$ cat src/rtl/addsub_pipe.sv
// addsub_pipe: pipelined WIDTH-bit add/subtract, one CHUNK-bit slice per stage.
// Carry ripples through registered stage boundaries; valid/ready in and out.
//
// Ports:
//   clk       rising-edge clock
//   rst       synchronous active-high reset, discards all in-flight ops
//   in_valid  operand bundle valid          in_ready  unit accepts this cycle
//   a, b      operands (WIDTH)              sub       0: a+b, 1: a-b
//   out_valid result valid                  out_ready downstream accepts result
//   sum       result mod 2^WIDTH            cout      carry out of MSB
//   ovf       signed overflow
module addsub_pipe #(
    parameter int WIDTH = 32,
    parameter int CHUNK = 8
) (
    input  logic             clk,
    input  logic             rst,
    input  logic             in_valid,
    output logic             in_ready,
    input  logic [WIDTH-1:0] a,
    input  logic [WIDTH-1:0] b,
    input  logic             sub,
    output logic             out_valid,
    input  logic             out_ready,
    output logic [WIDTH-1:0] sum,
    output logic             cout,
    output logic             ovf
);

    localparam int STAGES = WIDTH / CHUNK;

    if (CHUNK < 1 || WIDTH % CHUNK != 0 || STAGES < 1 || STAGES > 32) begin : g_bad_param
        $error("addsub_pipe: WIDTH must be a multiple of CHUNK with 1..32 stages");
    end

    // One global enable: a stalled output freezes every stage, bubbles included.
    logic adv;
    assign adv      = ~(out_valid & ~out_ready);
    assign in_ready = adv;

    for (genvar k = 0; k < STAGES; k++) begin : g_st
        // Operand bits still to be consumed entering this stage, and result
        // bits produced so far leaving it.
        localparam int OW = (STAGES - k) * CHUNK;
        localparam int RW = (k + 1) * CHUNK;

        logic [OW-1:0]  pa;
        logic [OW-1:0]  pb;
        logic           pc;
        logic           pv;
        logic [RW-1:0]  res_d;
        logic [CHUNK:0] t;

        logic [RW-1:0]  res_q;
        logic           c_q;
        logic           v_q;

        assign t = {1'b0, pa[CHUNK-1:0]} + {1'b0, pb[CHUNK-1:0]}
                 + {{CHUNK{1'b0}}, pc};

        if (k == 0) begin : g_in
            // B is inverted at entry; the subtract "+1" enters as carry-in.
            assign pa    = a;
            assign pb    = b ^ {WIDTH{sub}};
            assign pc    = sub;
            assign pv    = in_valid;
            assign res_d = t[CHUNK-1:0];
        end else begin : g_in
            assign pa    = g_st[k-1].g_fwd.a_q;
            assign pb    = g_st[k-1].g_fwd.b_q;
            assign pc    = g_st[k-1].c_q;
            assign pv    = g_st[k-1].v_q;
            // New slice lands on top of the lower slices already computed.
            assign res_d = {t[CHUNK-1:0], g_st[k-1].res_q};
        end

        always_ff @(posedge clk) begin
            if (rst) begin
                v_q   <= 1'b0;
                c_q   <= 1'b0;
                res_q <= '0;
            end else if (adv) begin
                v_q   <= pv;
                c_q   <= t[CHUNK];
                res_q <= res_d;
            end
        end

        if (k < STAGES - 1) begin : g_fwd
            // Only the not-yet-consumed upper operand slices travel on.
            logic [OW-CHUNK-1:0] a_q;
            logic [OW-CHUNK-1:0] b_q;

            always_ff @(posedge clk) begin
                if (rst) begin
                    a_q <= '0;
                    b_q <= '0;
                end else if (adv) begin
                    a_q <= pa[OW-1:CHUNK];
                    b_q <= pb[OW-1:CHUNK];
                end
            end
        end else begin : g_last
            // Carry into the MSB is recovered as a ^ b ^ sum at that bit.
            logic ovf_q;

            always_ff @(posedge clk) begin
                if (rst) begin
                    ovf_q <= 1'b0;
                end else if (adv) begin
                    ovf_q <= pa[CHUNK-1] ^ pb[CHUNK-1] ^ t[CHUNK-1] ^ t[CHUNK];
                end
            end
        end
    end

    assign out_valid = g_st[STAGES-1].v_q;
    assign sum       = g_st[STAGES-1].res_q;
    assign cout      = g_st[STAGES-1].c_q;
    assign ovf       = g_st[STAGES-1].g_last.ovf_q;

endmodule

$ cat config.mk
export PLATFORM = sky130hd
export DESIGN_NAME = addsub_pipe
export DESIGN_NICKNAME = d
export VERILOG_FILES = /design/src/rtl/addsub_pipe.sv
export SDC_FILE = /design/constraint.sdc
export NUM_CORES = 1
export LEC_CHECK = 0
export ABC_AREA = 1
export CORE_ASPECT_RATIO = 1.75
export CORE_MARGIN = 4
export CORE_UTILIZATION = 50
export CTS_CLUSTER_DIAMETER = 60
export DETAILED_ROUTE_END_ITERATION = 6
export GPL_ROUTABILITY_DRIVEN = 0
export PLACE_DENSITY_LB_ADDON = 0.2
export REMOVE_ABC_BUFFERS = 1
export SYNTH_ARGS = -nofsm -noshare
export SYNTH_HDL_FRONTEND = slang
export SYNTH_SLANG_ARGS = --single-unit
$ cat constraint.sdc
create_clock -name clk -period 1.8 [get_ports clk]
set_input_delay 0.18 -clock clk [delete_from_list [all_inputs] [get_ports clk]]
set_output_delay 0.18 -clock clk [all_outputs]
set_load 0.02 [all_outputs]
Word level (Yosys, flattened, before mapping)
Cells that the tools add are included.
{"block": "op_classes", "addsub": 8, "bitwise": 7, "magnitude_cmp": 0, "n_eq_ne": 0, "mul": 0, "n_shift": 0, "n_reduce_logical": 0, "div_mod_pow": 0, "muxes": 0}
{"cell": "8-bit by 8-bit adder with 9-bit output", "n": 4}
{"cell": "9-bit by 1-bit adder with 9-bit output", "n": 4}
{"cell": "32-bit XOR", "n": 1}
{"cell": "1-bit XOR", "n": 3}
{"cell": "1-bit NOT", "n": 2}
{"cell": "1-bit bitwise AND", "n": 1}
{"block": "totals", "latchBits": 0, "ff_bits": 185, "mem_bits_rw": 0, "mem_count": 0, "wordCells": 34, "input_bits": 69, "mem_bits_ro": 0}

Depth between registers and ports, before layout
{"block": "logic_depth", "word_depth": 4, "depth_mapped": 14}

Worst setup path after synthesis
OpenSTA, ideal clock, no wires.
{"block": "synth_path", "kind": "reg2reg", "start": "reg g_st[2].c_q", "end": "reg g_st[3].c_q (netlist: cout)", "path_stages_with_launch": 9, "period_less_slack_ps": 1769, "slack_ps": 31, "n_path_buf": 0, "required_ps": 1686, "arrival_ps": 1655, "path_cell_list": "dfxtp_1 > fa_1 > fa_1 > nand3_1 > nand2_1 > a21oi_1 > nand2_1 > o211ai_2 > inv_1"}
{"block": "synth_via", "elab_chain_cells": 1}
{"item": "start: declaration", "line_no": "55", "text": "logic c_q;"}
{"item": "start signal: assignment", "line_no": "84", "text": "c_q <= t[CHUNK];"}
{"item": "9-bit by 1-bit adder with 9-bit output", "line_no": "59", "text": "+ {{CHUNK{1'b0}}, pc};"}
{"item": "end signal: assignment", "line_no": "84"}
{"item": "end: declaration", "line_no": "55"}
Every way passes these cells.
A chain may end at the register's enable or synchronous reset.

Final worst setup path
{"block": "layout_path", "start": "reg g_st[2].g_fwd.a_q[0]", "end": "reg g_st[3].g_last.ovf_q (netlist: ovf)"}
{"block": "layout_via", "elab_chain_cells": 4}
{"item": "start: declaration", "line_no": "91", "text": "logic [OW-CHUNK-1:0] a_q;"}
{"item": "start signal: assignment", "line_no": "99", "text": "a_q <= pa[OW-1:CHUNK];"}
{"item": "8-bit by 8-bit adder with 9-bit output *", "line_no": "58", "text": "assign t = {1'b0, pa[CHUNK-1:0]} + {1'b0, pb[CHUNK-1:0]}"}
{"item": "9-bit by 1-bit adder with 9-bit output *", "line_no": "59"}
{"item": "1-bit XOR", "line_no": "111", "text": "ovf_q <= pa[CHUNK-1] ^ pb[CHUNK-1] ^ t[CHUNK-1] ^ t[CHUNK];"}
{"item": "1-bit XOR *", "line_no": "111"}
{"item": "end signal: assignment", "line_no": "111"}
{"item": "end: declaration", "line_no": "105", "text": "logic ovf_q;"}
Mark *: on every way between the ends. The rest lies on a longest branch, timed or not.

==> metrics <==
status finished clean; Core Region 15880 um^2; Leak 4.831 nW; CP required 2.17 ns; site row count 61; IO Count 105; Num CTS Buffers 17; RSZ-0062 raised after global routing true; Post-Synth Adder-Cell Area 6.092%; post-synthesis simple-gate area fraction 19.75%; largest net degree at the start of global routing 107; pre-CTS WS -0.09587 ns; first-pass GRT wire length 28570 um; kind of critical path register to register; Vias slightly below 7000; Detailed Routing Iterations Pass 1 4; top cells by area, synth dfxtp_1, nor2_1, o21ai_0; Final Cycle Share a little over nine tenths; dominant synthesized flop cell dfxtp_1; CTS HTree Levels 4; Reg2Reg Setup Slack 0.03 ns; Hold WC Path Type input port to register; Worst path slowest cell fa_2; Critical Path AT 2.14 ns; CTS tree done; Avg Cell Area, Syn about 7.7 um^2; yosys warns 0; antenna cell count 0; post-DP HPWL 11410 um; worst hold stages 3; Relative slew margins 70.71%; Fmax 565.7 MHz; Power, Total 9.359 mW; layout cell share with drive strength beyond 1 7.917%; Worst-path clk slew 0.08 ns; vias in the first global route 6569; Post-synth EDFFs 0; Final setup viols 0; count of final max-slew check failures 0; Pwr Density 934.7 nW/um^2; Clock Tree Root clkbuf_16; hold buffers post-CTS 0; ANT nets after route 0; Worst path max stage delay 0.41 ns; synthesized instance count between 1000 and 1500; post-synth top area share 46.00%; die area around 18000 um^2; CP max FO 4; Synth-to-Final Area Change 24.37%; final worst path period need 1.768 ns; CP Cell Sequence fa_2 > fa_2 > nand3_2 > nand2_4 > a21oi_4 > nand2_1 > nand3_1 > nand2_1 > inv_1; net switching fraction of the power 26.30%; logic gate share of total power 13.7%; GR Util All Layers a little under a fifth; die height 175.9 um; DRT Wirelength 16450 um; Switch Pwr roughly 2.5 mW; CTS Sinks between 150 and 200; 1st-iter DRT viols ~160; port bufs 104; XOR/XNOR share of the synthesized area about 4.6%; ys async rst share 0%; Pint between 6 and 7 mW; DRC 0; Max Clock Skew 0.01265 ns; Compound-Gate Fraction of Synth Area 16.19%; register area share after synthesis 46.00%; Hold EP g_st[0].g_fwd.a_q[4]; Worst Tran Pin Value about 0.44 ns; worst r2r dst ovf; R2R Path Start g_st[2].g_fwd.a_q[0]; Yosys cell types 29; Hold Crit Start a[12]; Hold Fails Final Rpt 0; Peak VDD IR 0.5892 mV; Mapped Area 8051 um^2; initial antenna violation count 0; Crit. End Element register; Die X 103.9 um; post-route setup slack 0.03241 ns; Clock Latency Late Sink 0.41 ns; main combinational cell family by area after synthesis simple AND/OR/NAND/NOR gates; DR WL/cell 12.18 um; Max Root-Sink Buffers 2; FF-to-FF path depth 9; post-synth top area cell dfxtp_1; Overflow after GRT 0; post-synthesis sequential element count 185; Starting Density 50.72%; Max Cap Viol 0; share of synthesized area spent on multiplexers 0%; Sequential Power Share 48.9%; share of power burned in the clock network 37.4%; via/cell ratio ~5.0; # nets final 1253; Worst setup SP type register
[final cells by class]
cell class / count / area, um^2
Sequential cell: 185 / 3705
Multi-Input combinational cell: 727 / 3796
Timing Repair Buffer: 147 / 1445
Clock buffer: 19 / 442.9
Inverter: 71 / 274.0
Tap cell: 189 / 236.5
Fill cell: 1419 / 5862
Clock inverter: 13 / 113.9
[synthesized netlist by cell type (2+ instances only)]
| cell | number |
|---|---|
| buf_2 | 33 |
| o21ai_0 | 152 |
| a211oi_1 | 3 |
| inv_1 | 69 |
| clkbuf_1 | 20 |
| fa_1 | 7 |
| nand2b_1 | 3 |
| xor2_1 | 13 |
| nand3_1 | 40 |
| ha_1 | 28 |
| nand2_1 | 78 |
| nand3b_1 | 2 |
| buf_4 | 9 |
| xnor2_1 | 29 |
| dfxtp_1 | 185 |
| or2_0 | 3 |
| o21ai_1 | 28 |
| nand4_1 | 7 |
| o21bai_1 | 8 |
| nor2_1 | 262 |
| a21oi_1 | 60 |
[power groups by stage]
stage / clock (mW) / combinational, mW / sequential (mW)
floorplan: 0 / 0.726 / 4.69
global placement: 0 / 1.26 / 4.66
detailed placement: 0 / 1.29 / 4.67
CTS: 3.59 / 1.30 / 4.58
global route: 3.74 / 1.46 / 4.62
finish: 3.50 / 1.28 / 4.58
[kinds of logic (layout without fill, tap and decap cells)]
| group | Yosys count | in the layout |
|---|---|---|
| simple gates | 397 | 397 |
| xor+xnor | 42 | 42 |
| fa+ha+maj | 35 | 35 |
| buf+inv | 135 | 250 |
| flops | 185 | 185 |
| compound gates | 253 | 253 |
[worst max-delay path: cells and delay by family (launching register included)]
| family | cells | cell delay (ns) |
|---|---|---|
| adder cells (fa/ha/maj) | 2 | 0.82 |
| flip-flops | 1 | 0.34 |
| AND/OR/NAND/NOR | 5 | 0.35 |
| AO/OA/AOI/OAI | 1 | 0.17 |
| buffers and inverters | 1 | 0.04 |
[sequential cells by signal (all words and copies together) (netlist names)]
signal,cells
ovf,1
cout,1
g_st.g_fwd.a_q,48
g_st.v_q,3
sum,32
g_st.res_q,48
g_st.g_fwd.b_q,48
out_valid,1
g_st.c_q,3
[worst max-delay path by stage]
stage,from,endpoint,slack [ns],cells after the start
global route,g_st[2].g_fwd.a_q[0],ovf,-0.04,9
global placement,g_st[2].c_q,cout,-0.08,8
floorplan,out_valid,g_st[1].res_q[12],-1.66,6
detailed placement,g_st[2].c_q,cout,-0.1,8
CTS,g_st[1].c_q,g_st[2].res_q[20],0.008,7
finish,g_st[2].g_fwd.a_q[0],ovf,0.03,9
[cells in the final DEF (no fill, tap or decap), drive strengths merged, types with 29 or more instances in the layout]
| cell type | count |
|---|---|
| nand3 | 40 |
| clkdlybuf4s50 | 102 |
| nor2 | 263 |
| nand2 | 79 |
| a21oi | 60 |
| o21ai | 180 |
| inv | 77 |
| buf | 44 |
| dfxtp | 185 |
| xnor2 | 29 |
[through the flow]
stage	hold WS, ns	instances	TNS, ns	area, um^2	utilization (%)
floorplan	0.2491	983	-272.05	7725	-
global placement	0.4260	1318	-0.4698	9405	59.25
detailed placement	0.4312	1318	-0.7869	9405	59.25
CTS	0.3455	1350	0	9975	62.83
global route	0.3549	1351	-0.1557	10010	63.08
finish	0.3572	1351	0	10010	63.08
[layer usage]
| layer | vias up | routed length [um] | GRT usage, % |
|---|---|---|---|
| met3 | 11 | 384 | 3.200 |
| met4 | 0 | 169 | 5.879 |
| met2 | 84 | 8890 | 36.05 |
| met5 | - | 0 | 0 |
| met1 | 3123 | 7009 | 20.13 |
| li1 | 3595 | - | - |
[what timing repair did]
item / CTS / global route
setup endpoints to repair: 10 / 9
buffers inserted: 0 / 1
resized for setup: 6 / 9
pin swaps: 0 / 7
(Power assumes the default switching activity.)
